`config.mk`:
```
export PLATFORM = sky130hd
export DESIGN_NAME = seg_scan_driver
export DESIGN_NICKNAME = d
export VERILOG_FILES = /design/src/rtl/seg_scan_driver.sv
export SDC_FILE = /design/constraint.sdc
export NUM_CORES = 1
export LEC_CHECK = 0
export BUFFER_PORTS_ARGS = -buffer_cell sky130_fd_sc_hd__clkbuf_2
export CORE_UTILIZATION = 40
export CTS_CLUSTER_DIAMETER = 80
export DETAILED_ROUTE_END_ITERATION = 10
export GPL_TIMING_DRIVEN = 0
export PLACE_DENSITY = 0.64
export SKIP_CTS_REPAIR_TIMING = 1
export SLEW_MARGIN = 5
export SYNTH_ARGS = -nofsm -noshare
export SYNTH_HDL_FRONTEND = slang
export SYNTH_SLANG_ARGS = --single-unit
```
`constraint.sdc`:
```
create_clock -name clk -period 2.2 [get_ports clk]
set_input_delay 0.44 -clock clk [delete_from_list [all_inputs] [get_ports clk]]
set_output_delay 0.44 -clock clk [all_outputs]
set_load 0.01 [all_outputs]
```
`src/rtl/seg_scan_driver.sv`:
```
// rtl/seg_scan_driver.sv - multiplexed seven-segment scan driver with frame-atomic display update
module seg_scan_driver #(
    parameter int NUM_DIGITS = 4,
    parameter int SCAN_DIV   = 50000,
    parameter int ACTIVE_LOW = 0
) (
    input  logic                    clk,
    input  logic                    rst_n,
    input  logic [4*NUM_DIGITS-1:0] data_in,
    input  logic [NUM_DIGITS-1:0]   dp_in,
    input  logic                    load,
    input  logic                    hex_mode,
    input  logic                    blank_lz,
    output logic [6:0]              seg,
    output logic                    dp,
    output logic [NUM_DIGITS-1:0]   an,
    output logic                    frame_done,
    output logic                    pending
);

    localparam int CW = (SCAN_DIV > 1) ? $clog2(SCAN_DIV) : 1;
    localparam int IW = (NUM_DIGITS > 1) ? $clog2(NUM_DIGITS) : 1;
    localparam logic [CW-1:0]         CNT_LAST = CW'(SCAN_DIV - 1);
    localparam logic [IW-1:0]         IDX_LAST = IW'(NUM_DIGITS - 1);
    localparam logic [NUM_DIGITS-1:0] AN_FIRST = NUM_DIGITS'(1);
    localparam logic                  INV      = (ACTIVE_LOW != 0);

    logic [CW-1:0]           cnt;
    logic [IW-1:0]           idx;
    logic                    tick;
    logic                    wrap;
    logic [4*NUM_DIGITS-1:0] stage_data;
    logic [NUM_DIGITS-1:0]   stage_dp;
    logic [4*NUM_DIGITS-1:0] disp_data;
    logic [NUM_DIGITS-1:0]   disp_dp;
    logic [NUM_DIGITS-1:0]   upper_zero;
    logic [3:0]              cur_digit;
    logic                    cur_blank;
    logic [6:0]              seg_r;
    logic                    dp_r;
    logic [NUM_DIGITS-1:0]   an_r;

    // Seven-segment glyph lookup; values above 9 show a dash unless hex glyphs are enabled.
    function automatic logic [6:0] glyph(input logic [3:0] v, input logic hex);
        logic [6:0] g;
        case (v)
            4'h0: g = 7'h3F;
            4'h1: g = 7'h06;
            4'h2: g = 7'h5B;
            4'h3: g = 7'h4F;
            4'h4: g = 7'h66;
            4'h5: g = 7'h6D;
            4'h6: g = 7'h7D;
            4'h7: g = 7'h07;
            4'h8: g = 7'h7F;
            4'h9: g = 7'h6F;
            4'hA: g = 7'h77;
            4'hB: g = 7'h7C;
            4'hC: g = 7'h39;
            4'hD: g = 7'h5E;
            4'hE: g = 7'h79;
            default: g = 7'h71;
        endcase
        if (!hex && (v > 4'h9)) begin
            g = 7'h40;
        end
        return g;
    endfunction

    assign tick = (cnt == CNT_LAST);
    assign wrap = tick && (idx == IDX_LAST);

    // Slot prescaler and digit index; the index wrap is the frame boundary.
    always_ff @(posedge clk or negedge rst_n) begin
        if (!rst_n) begin
            cnt <= '0;
            idx <= '0;
        end else begin
            cnt <= tick ? '0 : cnt + CW'(1);
            if (tick) begin
                idx <= (idx == IDX_LAST) ? '0 : idx + IW'(1);
            end
        end
    end

    // Staging takes every load; the display only changes at a frame boundary so a frame never mixes values.
    always_ff @(posedge clk or negedge rst_n) begin
        if (!rst_n) begin
            stage_data <= '0;
            stage_dp   <= '0;
            disp_data  <= '0;
            disp_dp    <= '0;
            pending    <= 1'b0;
            frame_done <= 1'b0;
        end else begin
            frame_done <= wrap;
            if (wrap && pending) begin
                disp_data <= stage_data;
                disp_dp   <= stage_dp;
            end
            if (load) begin
                stage_data <= data_in;
                stage_dp   <= dp_in;
                pending    <= 1'b1;
            end else if (wrap) begin
                pending <= 1'b0;
            end
        end
    end

    // Leading-zero detection: upper_zero[i] is set when digits i..top are all zero.
    always_comb begin
        logic run;
        run        = 1'b1;
        upper_zero = '0;
        for (int i = NUM_DIGITS - 1; i >= 0; i--) begin
            run           = run && (disp_data[4*i +: 4] == 4'h0);
            upper_zero[i] = run;
        end
        cur_digit = disp_data[{idx, 2'b00} +: 4];
        cur_blank = blank_lz && (idx != '0) && upper_zero[idx];
    end

    // Pin registers: seg, dp and an follow the index one clock later, all together.
    always_ff @(posedge clk or negedge rst_n) begin
        if (!rst_n) begin
            seg_r <= 7'h3F;
            dp_r  <= 1'b0;
            an_r  <= AN_FIRST;
        end else begin
            seg_r <= cur_blank ? 7'h00 : glyph(cur_digit, hex_mode);
            dp_r  <= disp_dp[idx];
            an_r  <= AN_FIRST << idx;
        end
    end

    assign seg = seg_r ^ {7{INV}};
    assign dp  = dp_r ^ INV;
    assign an  = an_r ^ {NUM_DIGITS{INV}};

endmodule

```
==> flow_metrics.tcl <==
set metrics [dict create \
    dieArea_mm2 0.00865 \
    synth-seq-cells 72 \
    clkSlewWorstSetupHoldPaths_ns 0.07 \
    diodes 0 \
    setup_violations 0 \
    cts.path.max_buffers 2 \
    reg2reg_slack_ns 0.02 \
    htree_levels 3 \
    drt_iter0_markers 122 \
    viasPerCell 5.07 \
    die_w_um 93.0 \
    ir_worst_vdd_mv 0.371 \
    ys_warn_count 0 \
    tightest_slew_ns 0.555 \
    fin_crit_sh_pct 99.3 \
    num_io_pins 39 \
    cts_buffers 9 \
    p_leak_nw 1.89 \
    cts_tree "built" \
    syn_area_mm2 0.00331 \
    syn_inst 252 \
    antenna_found_initial 0 \
    fmax_mhz 458 \
    slew_viol_final 0 \
    cpMaxStageDelayCell "or4bb_4" \
    hold_violations 0 \
    use_met2_pct 21.4 \
    drive_above_1_share_pct 45.6 \
    clk_latency_ns 0.34 \
    io_buffers 38 \
    holdWs_ns 0.0435 \
    start_util_pct 42.2 \
    fillCellCount 705 \
    rsz0062_at_grt "true" \
    hp-class "in -> async" \
    regArea_mm2 0.00181 \
    via_count 2138 \
    ant_nets 0 \
    wire_per_inst_um 14.7 \
    cp_num_buf_inv 1 \
    crit_arrival_ns 2.41 \
    yosys-top-cells-area "dfrtp_1 (49%), mux2_1 (6.8%), mux2_2 (6.8%), dfstp_2 (5.6%), mux4_2 (4.8%)" \
    path_max_fanout 5 \
    placed_cell_area_mm2 0.00366 \
    crit_family "simple AND/OR/NAND/NOR gates" \
    grt_use_met3_pct 5.20 \
    skew_ns 0.00907 \
    synth-edff-count 0 \
    nets 350 \
    synth_top_cell_by_area "dfrtp_1" \
    async_flop_share_pct 100 \
    multiInputGateArea_mm2 0.00158 \
    grt_max_degree 46 \
    drt_pass1_iterations 4 \
    finalPower_mw 2.65 \
    place_congestion 0.799 \
    cts_root_buffer "clkbuf_8" \
    setup_tns_ns 0 \
    cap_violations 0 \
    power.density_mw_per_mm2 630 \
    row_count 32 \
    drcViolationCount 0 \
    crit_type "reg -> reg" \
    critPathLaunchType "register" \
    synth_top_area_share_pct 49.1 \
    outcome "finished clean" \
    grt_pass1_vias 2005 \
    top_usage_layer "met1" \
    grt_pass1_wl_mm 9.99 \
    clock_sinks 72 \
    final_area_mm2 0.00421 \
    dp_hpwl_mm 4.32 \
    cp_slowest_stage_delay_ns 0.56 \
    syn_area_per_cell_um2 13.1 \
    grt_use_met1_pct 21.5 \
    ys.flop_type "dfrtp_1" \
    wl_mm 6.22 \
    worstPathCellList "or4bb_4 > nor4_4 > and3_4 > clkbuf_16 > mux2_4" \
    die_h_um 93.0 \
    period_needed_ns 2.18 \
    ys_seq_area_share_pct 54.7 \
    grt_overflow 0 \
    yosysUniqueCellTypes 41 \
    core_mm2 0.00785 \
    crit_required_ns 2.43 \
    area_delta_synth_final_pct 27.0 \
    synth_nets 287 \
    track_usage_pct 15.2 \
    dp.cells 393 \
    stdcell_count 422 \
    end_kind "register" \
    maxSlewHeadroom_pct 63.0 \
]
-- through the flow --
stage | setup slack (ns) | utilization [%]
after floorplan | 0.0823 | -
after global placement | -0.186 | 46.3
after detailed placement | -0.346 | 46.6
after CTS | -0.357 | 49.6
after global routing | -0.0518 | 53.6
final | 0.0150 | 53.6
-- worst paths after layout --
check	from	endpoint	depth (start not counted)
worst max-delay path	cnt[11]	disp_data[0]	5
worst min-delay path	rst_n	cnt[0]	1
worst max register to register	cnt[11]	disp_data[0]	5
worst min register to register	cnt[0]	cnt[0]	1
max in group asynchronous	rst_n	stage_data[15]	2
min in group clk	dp_in[2]	stage_dp[2]	2
-- layout make-up --
type | instances | share of cell area (%)
sequential | 72 | 43.1
multi-input combinational | 163 | 37.6
timing repair buffer | 54 | 8.74
clock buffer | 10 | 3.27
tap | 102 | 3.03
clock inverter | 6 | 2.17
buffer | 6 | 1.25
inverter | 9 | 0.803
-- synthesized netlist by cell type, types with 3 or more instances --
master / count
mux2_1: 20
nand4_1: 4
o21ai_0: 5
dfstp_2: 7
inv_1: 9
a21oi_1: 3
nand2_1: 8
nor3_1: 7
nor4_1: 7
dfrtp_1: 65
nor2b_1: 4
nand3b_1: 3
clkbuf_1: 5
xnor2_1: 9
nand3_1: 5
mux4_2: 7
nand2b_1: 5
xor2_1: 6
mux2_2: 20
ha_1: 10
nor2_1: 16
and3_1: 3
-- routing by layer --
layer	vias up	routed length (µm)
met5	-	0
met4	0	79
met3	7	249
met2	42	2830
met1	1056	3060
li1	1033	-
-- placed cells by master, fill, tap and decap left out, drive strengths merged, types with 3 or more instances in the layout --
master | netlist | routed
a21oi | 3 | 3
and3 | 3 | 3
buf | 3 | 17
clkbuf | 5 | 53
clkinv | 0 | 3
dfrtp | 65 | 65
dfstp | 7 | 7
ha | 10 | 10
inv | 9 | 10
mux2 | 40 | 40
mux4 | 7 | 7
nand2 | 8 | 8
nand2b | 5 | 5
nand3 | 5 | 5
nand3b | 3 | 3
nand4 | 4 | 4
nor2 | 16 | 16
nor2b | 4 | 4
nor3 | 7 | 7
nor4 | 8 | 8
o21ai | 5 | 5
xnor2 | 9 | 9
xor2 | 6 | 6
-- kinds of logic after synthesis --
group	count (synthesis)	share of synthesized area, %
simple gates	73	13.0
fa+ha+maj	10	3.78
compound gates	16	3.21
buf+inv	17	2.42
flops	72	54.7
mux	49	19.0
xor+xnor	15	3.97
-- sequential cells by signal, summed over array words and instances, names as in the netlist --
register    cells
frame_done      1
stage_data     16
disp_data      16
cnt            16
pending         1
stage_dp        4
idx             2
seg             7
dp              1
disp_dp         4
an              4
-- where the power goes --
part	switching [mW]	internal [mW]	total, mW
combinational	0.0462	0.0552	0.101
clock	0.492	0.675	1.17
sequential	0.0207	1.36	1.38
total	0.559	2.09	2.65
Power figures use the tool's default switching activity.
